File: src/rtl/booth_pkg.sv
// Shared types and constants for the radix-4 Booth sequential multiplier.
// Holds the FSM state encoding, default sizing and the multiplier-window codes.
package booth_pkg;

  typedef enum logic [1:0] {
    IDLE = 2'b00,
    RUN  = 2'b01,
    DONE = 2'b10
  } state_t;

  localparam int WIDTH_DEFAULT = 16;
  localparam int ITER          = WIDTH_DEFAULT / 2;

  // Window {b[2i+1], b[2i], b[2i-1]} codes and the multiple each one selects
  localparam logic [2:0] BD_ZERO_LO = 3'b000;  //  0
  localparam logic [2:0] BD_POS1_LO = 3'b001;  // +A
  localparam logic [2:0] BD_POS1_HI = 3'b010;  // +A
  localparam logic [2:0] BD_POS2    = 3'b011;  // +2A
  localparam logic [2:0] BD_NEG2    = 3'b100;  // -2A
  localparam logic [2:0] BD_NEG1_LO = 3'b101;  // -A
  localparam logic [2:0] BD_NEG1_HI = 3'b110;  // -A
  localparam logic [2:0] BD_ZERO_HI = 3'b111;  //  0

endpackage

File: src/rtl/booth_digit_enc.sv
// Combinational radix-4 Booth recoder: maps one 3-bit multiplier window to
// the negate / select-A / select-2A control flags.
module booth_digit_enc
  import booth_pkg::*;
(
  input  logic [2:0] i_win,
  output logic       o_neg,
  output logic       o_one,
  output logic       o_two
);

  // Decode the window into flags; zero digits leave all flags clear
  always_comb begin
    o_neg = 1'b0;
    o_one = 1'b0;
    o_two = 1'b0;
    case (i_win)
      BD_ZERO_LO, BD_ZERO_HI: begin
        o_neg = 1'b0;
        o_one = 1'b0;
        o_two = 1'b0;
      end
      BD_POS1_LO, BD_POS1_HI: begin
        o_neg = 1'b0;
        o_one = 1'b1;
        o_two = 1'b0;
      end
      BD_POS2: begin
        o_neg = 1'b0;
        o_one = 1'b0;
        o_two = 1'b1;
      end
      BD_NEG2: begin
        o_neg = 1'b1;
        o_one = 1'b0;
        o_two = 1'b1;
      end
      BD_NEG1_LO, BD_NEG1_HI: begin
        o_neg = 1'b1;
        o_one = 1'b1;
        o_two = 1'b0;
      end
      default: begin
        o_neg = 1'b0;
        o_one = 1'b0;
        o_two = 1'b0;
      end
    endcase
  end

endmodule

File: src/rtl/booth_mult_seq.sv
// Sequential signed multiplier retiring one radix-4 Booth digit per cycle.
// IDLE -> RUN (WIDTH/2 cycles) -> DONE (one-cycle result pulse), back-to-back capable.
module booth_mult_seq
  import booth_pkg::*;
#(
  parameter int WIDTH = WIDTH_DEFAULT
) (
  input  logic                 clk,
  input  logic                 rst,
  input  logic                 start,
  input  logic [WIDTH-1:0]     a,
  input  logic [WIDTH-1:0]     b,
  output logic                 busy,
  output logic                 done,
  output logic [2*WIDTH-1:0]   p
);

  localparam int N_ITER = WIDTH / 2;
  localparam int PW     = 2 * WIDTH;
  localparam int CW     = (N_ITER > 1) ? $clog2(N_ITER) : 1;
  localparam logic [CW-1:0] CNT_LAST = CW'(N_ITER - 1);
  localparam logic [CW-1:0] CNT_ONE  = CW'(1);

  state_t          r_state;
  logic [WIDTH-1:0] r_a;
  logic [WIDTH-1:0] r_b;
  logic [PW-1:0]   r_acc;
  logic [CW-1:0]   r_cnt;

  logic [WIDTH:0]  w_b_ext;
  logic [2:0]      w_win;
  logic            w_neg;
  logic            w_one;
  logic            w_two;
  logic [PW-1:0]   w_a_ext;
  logic [PW-1:0]   w_mult;
  logic [PW-1:0]   w_mult_x;
  logic [PW-1:0]   w_pp;
  logic [PW-1:0]   w_cin;
  logic [PW-1:0]   w_acc_next;

  // The appended zero supplies b[-1] for the first digit
  assign w_b_ext = {r_b, 1'b0};
  assign w_win   = w_b_ext[{r_cnt, 1'b0} +: 3];
  assign w_a_ext = {{WIDTH{r_a[WIDTH-1]}}, r_a};

  booth_digit_enc u_enc (
    .i_win (w_win),
    .o_neg (w_neg),
    .o_one (w_one),
    .o_two (w_two)
  );

  // Select the multiple, complement for negative digits, shift into place, accumulate
  always_comb begin
    w_mult = {PW{1'b0}};
    if (w_two) begin
      w_mult = {w_a_ext[PW-2:0], 1'b0};
    end else if (w_one) begin
      w_mult = w_a_ext;
    end else begin
      w_mult = {PW{1'b0}};
    end
    w_mult_x   = w_neg ? ~w_mult : w_mult;
    w_pp       = w_mult_x << {r_cnt, 1'b0};
    // Carry-in of the two's-complement negation lands at the digit's weight
    w_cin      = {{(PW-1){1'b0}}, w_neg} << {r_cnt, 1'b0};
    w_acc_next = r_acc + w_pp + w_cin;
  end

  // Control FSM with registered busy/done/p
  always_ff @(posedge clk) begin
    if (rst) begin
      r_state <= IDLE;
      r_a     <= {WIDTH{1'b0}};
      r_b     <= {WIDTH{1'b0}};
      r_acc   <= {PW{1'b0}};
      r_cnt   <= {CW{1'b0}};
      busy    <= 1'b0;
      done    <= 1'b0;
      p       <= {PW{1'b0}};
    end else begin
      case (r_state)
        IDLE, DONE: begin
          done <= 1'b0;
          if (start) begin
            r_a     <= a;
            r_b     <= b;
            r_acc   <= {PW{1'b0}};
            r_cnt   <= {CW{1'b0}};
            busy    <= 1'b1;
            r_state <= RUN;
          end else begin
            busy    <= 1'b0;
            r_state <= IDLE;
          end
        end
        RUN: begin
          r_acc <= w_acc_next;
          if (r_cnt == CNT_LAST) begin
            p       <= w_acc_next;
            busy    <= 1'b0;
            done    <= 1'b1;
            r_state <= DONE;
          end else begin
            r_cnt   <= r_cnt + CNT_ONE;
            busy    <= 1'b1;
            done    <= 1'b0;
            r_state <= RUN;
          end
        end
        default: begin
          busy    <= 1'b0;
          done    <= 1'b0;
          r_state <= IDLE;
        end
      endcase
    end
  end

endmodule

File: config.mk
export PLATFORM = sky130hd
export DESIGN_NAME = booth_mult_seq
export DESIGN_NICKNAME = d
export VERILOG_FILES = /design/src/rtl/booth_pkg.sv /design/src/rtl/booth_digit_enc.sv /design/src/rtl/booth_mult_seq.sv
export SDC_FILE = /design/constraint.sdc
export NUM_CORES = 1
export LEC_CHECK = 0
export ABC_AREA = 0
export CORE_MARGIN = 3
export CORE_UTILIZATION = 24
export CTS_CLUSTER_DIAMETER = 30
export DETAILED_ROUTE_END_ITERATION = 8
export PLACE_DENSITY = 0.46
export SLEW_MARGIN = 25
export SYNTH_ARGS = -nofsm -noshare
export SYNTH_HDL_FRONTEND = slang
export SYNTH_SLANG_ARGS = --single-unit
File: constraint.sdc
create_clock -name clk -period 13.6 [get_ports clk]
set_input_delay 1.36 -clock clk [delete_from_list [all_inputs] [get_ports clk]]
set_output_delay 1.36 -clock clk [all_outputs]
set_load 0.005 [all_outputs]
==> run_summary.xml <==
<?xml version="1.0" encoding="UTF-8"?>
<metrics>
  <group name="synth">
    <metric name="netlist.area_leader.share" unit="%">26.3</metric>
    <metric name="yosys.cell_count.top_type" unit="">sky130_fd_sc_hd__nand2_1</metric>
    <metric name="leading_cell_types_by_count_after_synthesis" unit="">sky130_fd_sc_hd__nand2_1 (178), sky130_fd_sc_hd__a21oi_1 (115), sky130_fd_sc_hd__dfxtp_1 (102)</metric>
    <metric name="async_reset_ff_share" unit="%">0</metric>
    <metric name="post_synth_main_area_contributors" unit="">sky130_fd_sc_hd__dfxtp_1 (26%), sky130_fd_sc_hd__ha_1 (9.2%), sky130_fd_sc_hd__nand2_1 (8.6%)</metric>
    <metric name="synth_edf_count" unit="">0</metric>
    <metric name="count_of_state_elements_after_synthesis" unit="">102</metric>
    <metric name="yosys_cell_types" unit="">63</metric>
    <metric name="synthesis.nets" unit="">1131</metric>
    <metric name="synth_area_leader_cell" unit="">sky130_fd_sc_hd__dfxtp_1</metric>
    <metric name="syn_avg_cell_area" unit="um^2">7.54</metric>
    <metric name="netlist_instances" unit="">1030</metric>
    <metric name="synthesis.area" unit="um^2">7760</metric>
    <metric name="yosys_warnings" unit="">0</metric>
    <metric name="ys_dominant_reg_cell" unit="">sky130_fd_sc_hd__dfxtp_1</metric>
    <metric name="ys_seq_area_share" unit="%">26.3</metric>
  </group>
  <group name="layout">
    <metric name="synth_to_final_area_change" unit="%">16.5</metric>
    <metric name="final_instance_count_excl_fillers" unit="">1453</metric>
    <metric name="final_core_density" unit="%">28.5</metric>
    <metric name="n_fill_cell" unit="">3498</metric>
    <metric name="fin_nets" unit="">1147</metric>
    <metric name="n_antenna_cell" unit="">0</metric>
    <metric name="post-route-cell-area" unit="um^2">9040</metric>
    <metric name="drive_above_1_share" unit="%">6.76</metric>
  </group>
  <group name="sta">
    <metric name="report.final.setup_viol" unit="">0</metric>
    <metric name="slew-limit-headroom" unit="%">48.6</metric>
    <metric name="max_clock_freq" unit="MHz">139</metric>
    <metric name="fin_setup_tns" unit="ns">0</metric>
    <metric name="drv_slew" unit="">0</metric>
    <metric name="worst_slew_pin_slew" unit="ns">0.772</metric>
    <metric name="hold_violations" unit="">0</metric>
    <metric name="unrepaired_setup_endpoints_after_global_routing" unit="">no</metric>
    <metric name="final_clock_skew" unit="ns">0.0109</metric>
    <metric name="final_min_period_over_clock_period" unit="%">52.8</metric>
    <metric name="finalWorstPathRequiredPeriod" unit="ns">7.19</metric>
  </group>
  <group name="setup_path">
    <metric name="worst_path_most_repeated_cell" unit="">sky130_fd_sc_hd__a211oi_1</metric>
    <metric name="setup.worst_path.end_class" unit="">register</metric>
    <metric name="critical_path.cell_chain" unit="">buf_4 &gt; mux4_2 &gt; mux2i_1 &gt; ha_1 &gt; buf_4 &gt; nor2_1 &gt; o32ai_1 &gt; a21oi_1 &gt; or2_2 &gt; fa_1 &gt; inv_1 &gt; ha_1 &gt; a211oi_1 &gt; nor2_1 &gt; o31ai_1 &gt; a211oi_1 &gt; a211oi_1 &gt; o2111ai_1 &gt; a221oi_1 &gt; xor2_1 &gt; o21ai_0</metric>
    <metric name="critPathBufInv" unit="">3</metric>
    <metric name="worst-path-max-fanout" unit="">44</metric>
    <metric name="cp_slowest_stage_delay" unit="ns">0.67</metric>
    <metric name="critical_path.slowest_cell" unit="">sky130_fd_sc_hd__o32ai_1</metric>
    <metric name="timing_worst_setup_path_type" unit="">register to register</metric>
    <metric name="timing.critical_path.max_delay_family" unit="">compound AO/OA/AOI/OAI gates</metric>
    <metric name="cp.required" unit="ns">13.84</metric>
    <metric name="worst_ep_arrival_time" unit="ns">7.43</metric>
    <metric name="worst_setup_path_start_kind" unit="">register</metric>
  </group>
  <group name="clocking">
    <metric name="cts_h_tree_depth" unit="">3</metric>
    <metric name="cts_root_buffer" unit="">sky130_fd_sc_hd__clkbuf_16</metric>
    <metric name="cts-root-to-sink-buffers" unit="">2</metric>
    <metric name="clkLatencyLatePin" unit="ns">0.36</metric>
    <metric name="cts_buffers" unit="">9</metric>
    <metric name="post_cts_resize_count" unit="">0</metric>
    <metric name="cts.sink_count" unit="">102</metric>
    <metric name="tritoncts_clock_tree" unit="">yes</metric>
    <metric name="post-cts-setup-buffers" unit="">0</metric>
    <metric name="clk_pin_slew_worst_paths" unit="ns">0.07</metric>
    <metric name="hold_buffers" unit="">0</metric>
  </group>
  <group name="pwr">
    <metric name="switchingPower" unit="mW">0.258</metric>
    <metric name="seq_power_share" unit="%">41.2</metric>
    <metric name="pwr-share-clk" unit="%">33.1</metric>
    <metric name="power.density_cell_area" unit="nW/um^2">86.2</metric>
    <metric name="maximum_ir_drop_on_the_vdd_rail" unit="mV">0.0549</metric>
    <metric name="comb_power_share" unit="%">25.8</metric>
    <metric name="total_leakage_power" unit="nW">3.56</metric>
    <metric name="swShare" unit="%">33.2</metric>
    <metric name="p_int" unit="mW">0.521</metric>
  </group>
  <group name="global_routing">
    <metric name="grt_pass1_wl" unit="um">38300</metric>
    <metric name="global_route.overflow_total" unit="">0</metric>
    <metric name="global_route.usage.total" unit="%">13.9</metric>
    <metric name="grt_antenna_before_repair" unit="">0</metric>
    <metric name="grt_max_degree" unit="">72</metric>
    <metric name="grt_pass1_vias" unit="">6779</metric>
  </group>
  <group name="routing">
    <metric name="routedWlPerCell" unit="um">16.6</metric>
    <metric name="drt_first_pass_iters" unit="">5</metric>
    <metric name="via_per_inst" unit="">5.06</metric>
    <metric name="route.detailed.drc" unit="">0</metric>
    <metric name="drtAntennaViolNets" unit="">0</metric>
    <metric name="vias" unit="">7357</metric>
    <metric name="detail_route.iter0.violations" unit="">396</metric>
    <metric name="drt_wl_total" unit="um">24100</metric>
  </group>
  <group name="floorplan">
    <metric name="die-height" unit="um">186</metric>
    <metric name="die_w" unit="um">186</metric>
    <metric name="initial_core_util" unit="%">24.5</metric>
    <metric name="floorplan.rows" unit="">65</metric>
    <metric name="core_region_area" unit="um^2">31700</metric>
    <metric name="die_area" unit="um^2">34500</metric>
    <metric name="top_level_ports" unit="">69</metric>
  </group>
  <group name="place">
    <metric name="routabilityCongestion" unit="">0.859</metric>
    <metric name="postPlaceCellArea" unit="um^2">8760</metric>
    <metric name="dpl.hpwl" unit="um">17500</metric>
    <metric name="port-buffer-count" unit="">68</metric>
    <metric name="dp_cells" unit="">1437</metric>
  </group>
  <group name="flow_run">
    <metric name="cap_viol_max_count" unit="">0</metric>
  </group>
  <group name="run_status">
    <metric name="run_status" unit="">completed</metric>
  </group>
  <group name="worst_hold_path">
    <metric name="hold_class" unit="">register to register</metric>
  </group>
</metrics>
[sequential cells by signal, summed over array words and instances (netlist names)]
name / count
r_a: 16
r_b: 16
done: 1
p: 32
r_state: 2
r_acc: 32
r_cnt: 3
[layout make-up]
class,count,area [um^2],area share [%]
multi-input combinational,825,5330,58.9
sequential,102,2040,22.6
timing repair buffer,84,798,8.83
tap,402,503,5.56
clock buffer,13,260,2.88
inverter,24,90.1,0.996
clock inverter,3,18.8,0.208
[per-stage QoR]
step | hold WS, ns | total power, mW | setup WS, ns
2_1_floorplan | 0.432 | 0.467 | 7.39
3_3_place_gp | 0.446 | 0.531 | 6.44
3_5_place_dp | 0.447 | 0.530 | 6.40
4_1_cts | 0.456 | 0.791 | 6.36
5_1_grt | 0.480 | 0.826 | 5.75
6_report | 0.454 | 0.779 | 6.41
[cell usage in the layout, fill, tap and decap left out, types with 14 or more instances in the layout]
cell	Yosys	routed
sky130_fd_sc_hd__nand2_1	178	178
sky130_fd_sc_hd__a21oi_1	115	115
sky130_fd_sc_hd__dfxtp_1	102	100
sky130_fd_sc_hd__nor2_1	71	71
sky130_fd_sc_hd__clkdlybuf4s50_1	0	67
sky130_fd_sc_hd__ha_1	57	57
sky130_fd_sc_hd__o21ai_0	56	56
sky130_fd_sc_hd__nand3_1	34	34
sky130_fd_sc_hd__inv_1	23	23
sky130_fd_sc_hd__a211oi_1	20	20
sky130_fd_sc_hd__a21o_1	20	20
sky130_fd_sc_hd__nor3b_1	19	19
sky130_fd_sc_hd__a22oi_1	17	17
sky130_fd_sc_hd__buf_4	2	17
sky130_fd_sc_hd__xnor2_1	16	16
sky130_fd_sc_hd__mux2i_1	14	14
sky130_fd_sc_hd__nor3_1	14	14
[power groups by stage]
stage | sequential [mW] | clock [mW] | combinational, mW
final | 0.321 | 0.258 | 0.201
after global routing | 0.322 | 0.278 | 0.225
after CTS | 0.321 | 0.267 | 0.203
after detailed placement | 0.328 | 0 | 0.202
after global placement | 0.328 | 0 | 0.203
after floorplan | 0.322 | 0 | 0.145
[per-layer routing]
metal | wire, um | GRT usage (%)
met2 | 11500 | 23.0
met3 | 885 | 2.11
met4 | 364 | 3.34
met1 | 11400 | 19.1
met5 | 0 | 0
[logic make-up (layout without fill, tap and decap cells)]
group	after synthesis	after routing	share of synthesized area, %
AND/OR/NAND/NOR	388	388	23.2
AO/OA/AOI/OAI	312	312	25.3
buffers and inverters	103	124	5.17
flip-flops	102	102	26.3
adder cells (fa/ha/maj)	66	66	11.5
multiplexers	30	30	5.17
XOR/XNOR	29	29	3.27
[worst register-to-register path: stages, from the launching register on]
cell and delay, ns:
sky130_fd_sc_hd__dfxtp_2 0.42, sky130_fd_sc_hd__buf_4 0.46, sky130_fd_sc_hd__mux4_2 0.57, sky130_fd_sc_hd__mux2i_1 0.21, sky130_fd_sc_hd__ha_1 0.18, sky130_fd_sc_hd__buf_4 0.35, sky130_fd_sc_hd__nor2_1 0.30, sky130_fd_sc_hd__o32ai_1 0.67
sky130_fd_sc_hd__a21oi_1 0.27, sky130_fd_sc_hd__or2_2 0.37, sky130_fd_sc_hd__fa_1 0.51, sky130_fd_sc_hd__inv_1 0.07, sky130_fd_sc_hd__ha_1 0.30, sky130_fd_sc_hd__a211oi_1 0.31, sky130_fd_sc_hd__nor2_1 0.11, sky130_fd_sc_hd__o31ai_1 0.48
sky130_fd_sc_hd__a211oi_1 0.23, sky130_fd_sc_hd__a211oi_1 0.47, sky130_fd_sc_hd__o2111ai_1 0.23, sky130_fd_sc_hd__a221oi_1 0.32, sky130_fd_sc_hd__xor2_1 0.17, sky130_fd_sc_hd__o21ai_0 0.08
[final timing paths]
kind	endpoint	start	slack (ns)	cells after the start
setup / recovery	r_acc[30]	r_cnt[0]	6.41	21
setup reg to reg	r_acc[30]	r_cnt[0]	6.41	21
hold / removal	p[1]	p[1]	0.45	2
hold reg to reg	p[1]	p[1]	0.45	2
Note: power is estimated with default switching activity, not from simulation.
==> RTL edit 1: new RTL, same flow settings <==
Reset style: asynchronous (`rst`), changed in one clocked block.
--- a/src/rtl/booth_mult_seq.sv
+++ b/src/rtl/booth_mult_seq.sv
@@ -69,7 +69,7 @@
   end
 
   // Control FSM with registered busy/done/p
-  always_ff @(posedge clk) begin
+  always_ff @(posedge clk or posedge rst) begin
     if (rst) begin
       r_state <= IDLE;
       r_a     <= {WIDTH{1'b0}};
Behaviour: differs if rst is asserted again (counterexample within 4 cycles, from zero or initial values and one cycle with rst high); with rst held inactive, the same outputs for 4 cycles.
==> RTL edit 1 against the original RTL <==
Sequential share of layout area is 5.8 points higher. Clock skew is 0.0022 ns higher. Design area is 1.5% lower. Setup slack got worse by 0.43 ns. Final cell count down 7.8%. Global-route usage decreased by 1.1 points. Sequential cell count decreased by 1. Critical path depth grew 6. Wire length fell by 11%. Area after synthesis is 2.0% lower. Critical endpoint is now r_acc[29]. Largest cell class unchanged. Highest routed layer unchanged.
Power is not shown: default switching activity piles up to over one toggle a cycle in this logic, so the estimate is an artifact.
==> RTL edit 1: results (changes against the original RTL) <==
* Sequential area share after synthesis at 0.332 (+0.0692)
* Measured slew at the worst slew-check pin at 0.965 ns (+0.194 ns)
* Via density per instance at 4.81 (-4.9%)
* Top Registers: p: 32 flops, r_acc: 32 flops
* H-tree levels at 3 (unchanged)
* CP startpoint: r_cnt[0]
* CP max FO at 44 (unchanged)
* Ant. Diodes at 0 (unchanged)
* Syn nets at 1014 (-10%)
* Clk root buf: clkbuf_16
* DR WL/cell at 16.0 microns (-3.9%)
* Main area contributors after synthesis: dfrtp_1 33%, nand2_1 11%, ha_1 9.4%
* Largest net degree at the start of global routing at 56 (-22%)
* Post-CTS setup buffer count at 0 (unchanged)
* CTS buffer count at 9 (unchanged)
* Cts repair resizes at 0 (unchanged)
* Hold Startpoint: p[9]
* Worst-path clk slew at 0.08 ns
* Initial antenna violation count at 0 (unchanged)
* Drt pass-1 iters at 6 (+1)
* HPWL after DPL at 15700 microns (-10%)
* Global-route wire length before repair at 34900 microns (-8.8%)
* Warnings from Yosys at 0 (unchanged)
* Fillers at 3359 (-4.0%)
* Clock buffer depth at 2 (unchanged)
* Status: complete, no violations
* CP arrival at 7.82 ns (+0.39 ns)
* Hold crit path type: flop to flop
* All-Layer GR Usage at 0.128 (-0.0107)
* Clk_lat worst skew at 0.36 ns (about the same)
* Synth unique cells at 66 (+4.8%)
* Async S/R FF share, synth at 1.00 (+1.00)
* Share of layout cells above drive strength 1 at 0.0721 (+0.00456)
* Synth top cells by count: 223 x nand2_1, 101 x dfrtp_1, 89 x o21ai_0, 57 x ha_1, 52 x clkbuf_1
* Final Skew at 0.0130 ns (+0.00218 ns)
* RD Place Congestion at 0.859 (unchanged)
* Starting DRT DRC Count at 501 (+27%)
* Vias in the first global route at 6202 (-8.5%)
* Port buffer count at 68 (unchanged)
[RTL edit 1: changes by cell type after synthesis, moves of 18 or more]
| cell | unedited run | this run |
|---|---|---|
| nand2_1 | 178 | 223 |
| nor2_1 | 71 | 43 |
| dfxtp_1 | 102 | 0 |
| nor3b_1 | 19 | 1 |
| a21oi_1 | 115 | 45 |
| dfrtp_1 | 0 | 101 |
| o21ai_0 | 56 | 89 |
[RTL edit 1: path summary, 6_finish.rpt]
path	end	slack, ns	depth (start not counted)
setup / recovery	r_acc[29]	5.99	27
hold / removal	p[9]	0.48	2
setup reg to reg	r_acc[29]	5.99	27
min in group asynchronous	r_b[10]	1.42	2
hold reg to reg	p[9]	0.48	2
max in group asynchronous	r_acc[15]	11.01	3
[RTL edit 1: worst max-delay path, cell delays in order (launching register included)]
cell and delay (ns):
dfrtp_1 0.59, buf_4 0.47, inv_1 0.25, nand2_1 0.17
o22ai_1 0.09, a221o_1 0.37, inv_1 0.07, ha_1 0.14
buf_4 0.44, inv_1 0.50, and2_1 0.41, mux2i_1 0.17
o21ai_0 0.17, a211oi_1 0.28, a21o_1 0.14, nor2_1 0.04
a21oi_1 0.22, fa_1 0.46, ha_1 0.37, a2111oi_0 0.39
o21a_1 0.20, nor3_1 0.06, a21o_1 0.19, o21ai_0 0.41
o21ai_0 0.26, a21bo_2 0.25, xnor2_1 0.21, o21ai_0 0.10
[RTL edit 1: metrics by stage]
stage               setup WS (ns)  cell area (sq um)  instances   util
floorplan                    7.47               7600        913      -
global placement             5.86               8600       1323  0.278
detailed placement           5.79               8600       1323  0.278
CTS                          5.77               8900       1339  0.288
global route                 5.16               8910       1339  0.288
finish                       5.99               8910       1339  0.288
[RTL edit 1: cell type report]
class                   instances  area, sq um  area share
repair buffers                 77          748      0.0840
clock inverters                 6         68.8     0.00773
clock buffers                  10          239      0.0268
inverters                      27          104      0.0117
multi-input cells             722         4720       0.530
flip-flops and latches        101         2530       0.284
well taps                     396          495      0.0556
[RTL edit 1: cells by family (layout without fill, tap and decap cells)]
logic type | after synthesis | count (layout) | share of synthesized area
AND/OR/NAND/NOR | 335 | 335 | 0.184
flip-flops | 101 | 101 | 0.332
AO/OA/AOI/OAI | 246 | 246 | 0.215
XOR/XNOR | 44 | 44 | 0.0507
multiplexers | 31 | 31 | 0.0526
buffers and inverters | 90 | 120 | 0.0485
adder cells (fa/ha/maj) | 66 | 66 | 0.117
[RTL edit 1: metal layers]
layer	share of wire	global-route usage
met4	0.014	0.0357
met3	0.036	0.0190
met1	0.51	0.186
met5	0	0
met2	0.44	0.198
==> RTL edit 2: new RTL, same settings <==
Without the edit above. Set the package constant `WIDTH_DEFAULT` to 32 (it was 16).
--- a/src/rtl/booth_pkg.sv
+++ b/src/rtl/booth_pkg.sv
@@ -8,7 +8,7 @@
     DONE = 2'b10
   } state_t;
 
-  localparam int WIDTH_DEFAULT = 16;
+  localparam int WIDTH_DEFAULT = 32;
   localparam int ITER          = WIDTH_DEFAULT / 2;
 
   // Window {b[2i+1], b[2i], b[2i-1]} codes and the multiple each one selects
Interface: changed (resized a, b and p); port bits go from 69 to 133. The function was not compared with the original's and may differ.
==> RTL edit 2 against the original RTL <==
Sequential cell count is 97 higher. Setup slack worse by 2.7 ns. Area after synthesis increased by 110%. Design area is 110% higher. Power rose by 140%. Global-route usage is 3.5 points higher. Clock skew increased by 0.017 ns. Wire length increased to 2.6 times the old value. Sequential power is 99% higher. Largest power group is now combinational logic.
==> RTL edit 2: results (changes against the original RTL) <==
* Main area contributors after synthesis: dfxtp_1 25%, ha_1 8.7%, nand2_1 8.5%
* Via density per instance at 5.42 (+7.1%)
* DR WL/cell at 20.8 microns (+25%)
* Status: complete, no violations
* R2r startpoint: r_cnt[0]
* Async S/R FF share, synth at 0 (unchanged)
* Met3 usage at 0.0289 (+0.00775)
* Critical path's slowest cell: and2_1
* Cell count after synthesis at 2104 (+100%)
* Max Cap Viol at 0 (unchanged)
* Pre-CTS WS at 3.83 ns (-2.57 ns)
* CP max stage delay at 0.79 ns (+0.12 ns)
* Crit path kind: flop to flop
* Synth unique cells at 87 (+38%)
* Leakage at 6.81 nW (+91%)
* Met1 Usage GRT at 0.236 (+0.0456)
* Final Skew at 0.0276 ns (+0.0167 ns)
* H-tree levels at 4 (+1)
* Sequential area share after synthesis at 0.247 (-0.0159)
* Starting DRT DRC Count at 1350 (+240%)
* Non-Filler Instances at 2983 (+110%)
* Worst R2R Setup Slack at 3.74 ns (-2.67 ns)
* Ant. Diodes at 0 (unchanged)
* Period utilisation layout at 0.725 (+0.196)
* Global-route wire length before repair at 96100 microns (+150%)
* Syn nets at 2300 (+100%)
* Largest net degree at the start of global routing at 103 (+43%)
* Share of layout cells above drive strength 1 at 0.0670 (-0.000542)
* Fillers at 7211 (+110%)
* Cts repair resizes at 0 (unchanged)
* RD Place Congestion at 0.911 (+6.0%)
* GR Util met2 at 0.285 (+0.0558)
* Placement Cell Area at 18000 sq um (+110%)
* R2R depth at 26 (+24%)
* Clk root buf: clkbuf_16
* Initial antenna violation count at 0 (unchanged)
* Port buffer count at 132 (+94%)
* Synth Flop Type: dfxtp_1
* Largest delay share family, worst path: simple AND/OR/NAND/NOR gates
* All-Layer GR Usage at 0.174 (+0.0352)
* CP max FO at 71 (+61%)
* HPWL after DPL at 45300 microns (+160%)
* VDD IR max at 99.3 uV (+81%)
* Synth top cells by count: 366 x nand2_1, 237 x a21oi_1, 199 x dfxtp_1, 162 x nor2_1, 133 x clkbuf_1
* Final core occ at 0.283 (-0.00251)
* FF-to-FF End: p[56]
* Vias in the first global route at 15700 (+130%)
* CTS buffer count at 17 (+8)
* Top Registers: p: 64 flops, r_acc: 64 flops
* Hold crit path type: flop to flop
* Post-CTS setup buffer count at 0 (unchanged)
* Clk_lat worst skew at 0.52 ns (+0.16 ns)
* Measured slew at the worst slew-check pin at 1.05 ns (+0.281 ns)
==> RTL edit 2: cell types whose count changed after synthesis, moves of 55 or more <==
| cell | delta |
|---|---|
| nor2_1 | +91 |
| clkbuf_1 | +73 |
| ha_1 | +55 |
| nand2_1 | +188 |
| a21oi_1 | +122 |
| dfxtp_1 | +97 |
==> RTL edit 2: kinds of logic (layout without fill, tap and decap cells) <==
logic type                 Yosys count  in the layout  share of synthesized area
buffers and inverters              219            234                     0.0560
DFF                                199            199                      0.247
adders and majority gates          129            129                      0.108
xor gates and xnor gates            55             55                     0.0299
muxes                               54             54                     0.0451
AOI/OAI and AO/OA                  697            697                      0.302
and+or+nand+nor                    751            751                      0.211
==> RTL edit 2: worst min path at each step <==
stage / startpoint / endpoint / slack, ns / depth (start not counted)
2_1_floorplan: r_acc[47] / r_acc[47] / 0.43 / 2
3_3_place_gp: r_acc[48] / r_acc[48] / 0.44 / 2
3_5_place_dp: r_acc[61] / r_acc[61] / 0.45 / 2
4_1_cts: p[4] / p[4] / 0.46 / 2
5_1_grt: p[4] / p[4] / 0.48 / 2
6_report: p[4] / p[4] / 0.45 / 2
==> RTL edit 2: cell type report <==
class | instances | area share
clock inverter | 11 | 0.00851
multi-input combinational | 1686 | 0.604
sequential | 199 | 0.213
clock buffer | 21 | 0.0252
inverter | 46 | 0.00924
tap | 864 | 0.0579
timing repair buffer | 156 | 0.0815
==> RTL edit 2: metal layers <==
metal / routed length, microns / up-vias
li1: - / 7758
met1: 29200 / 7909
met2: 28800 / 461
met3: 2790 / 52
met4: 1120 / 0
met5: 0 / -
==> RTL edit 2: power breakdown <==
group	internal (mW)	leakage, nW	switching, mW
sequential	0.610	1.62	0.0283
combinational	0.237	4.88	0.437
clock	0.308	0.311	0.266
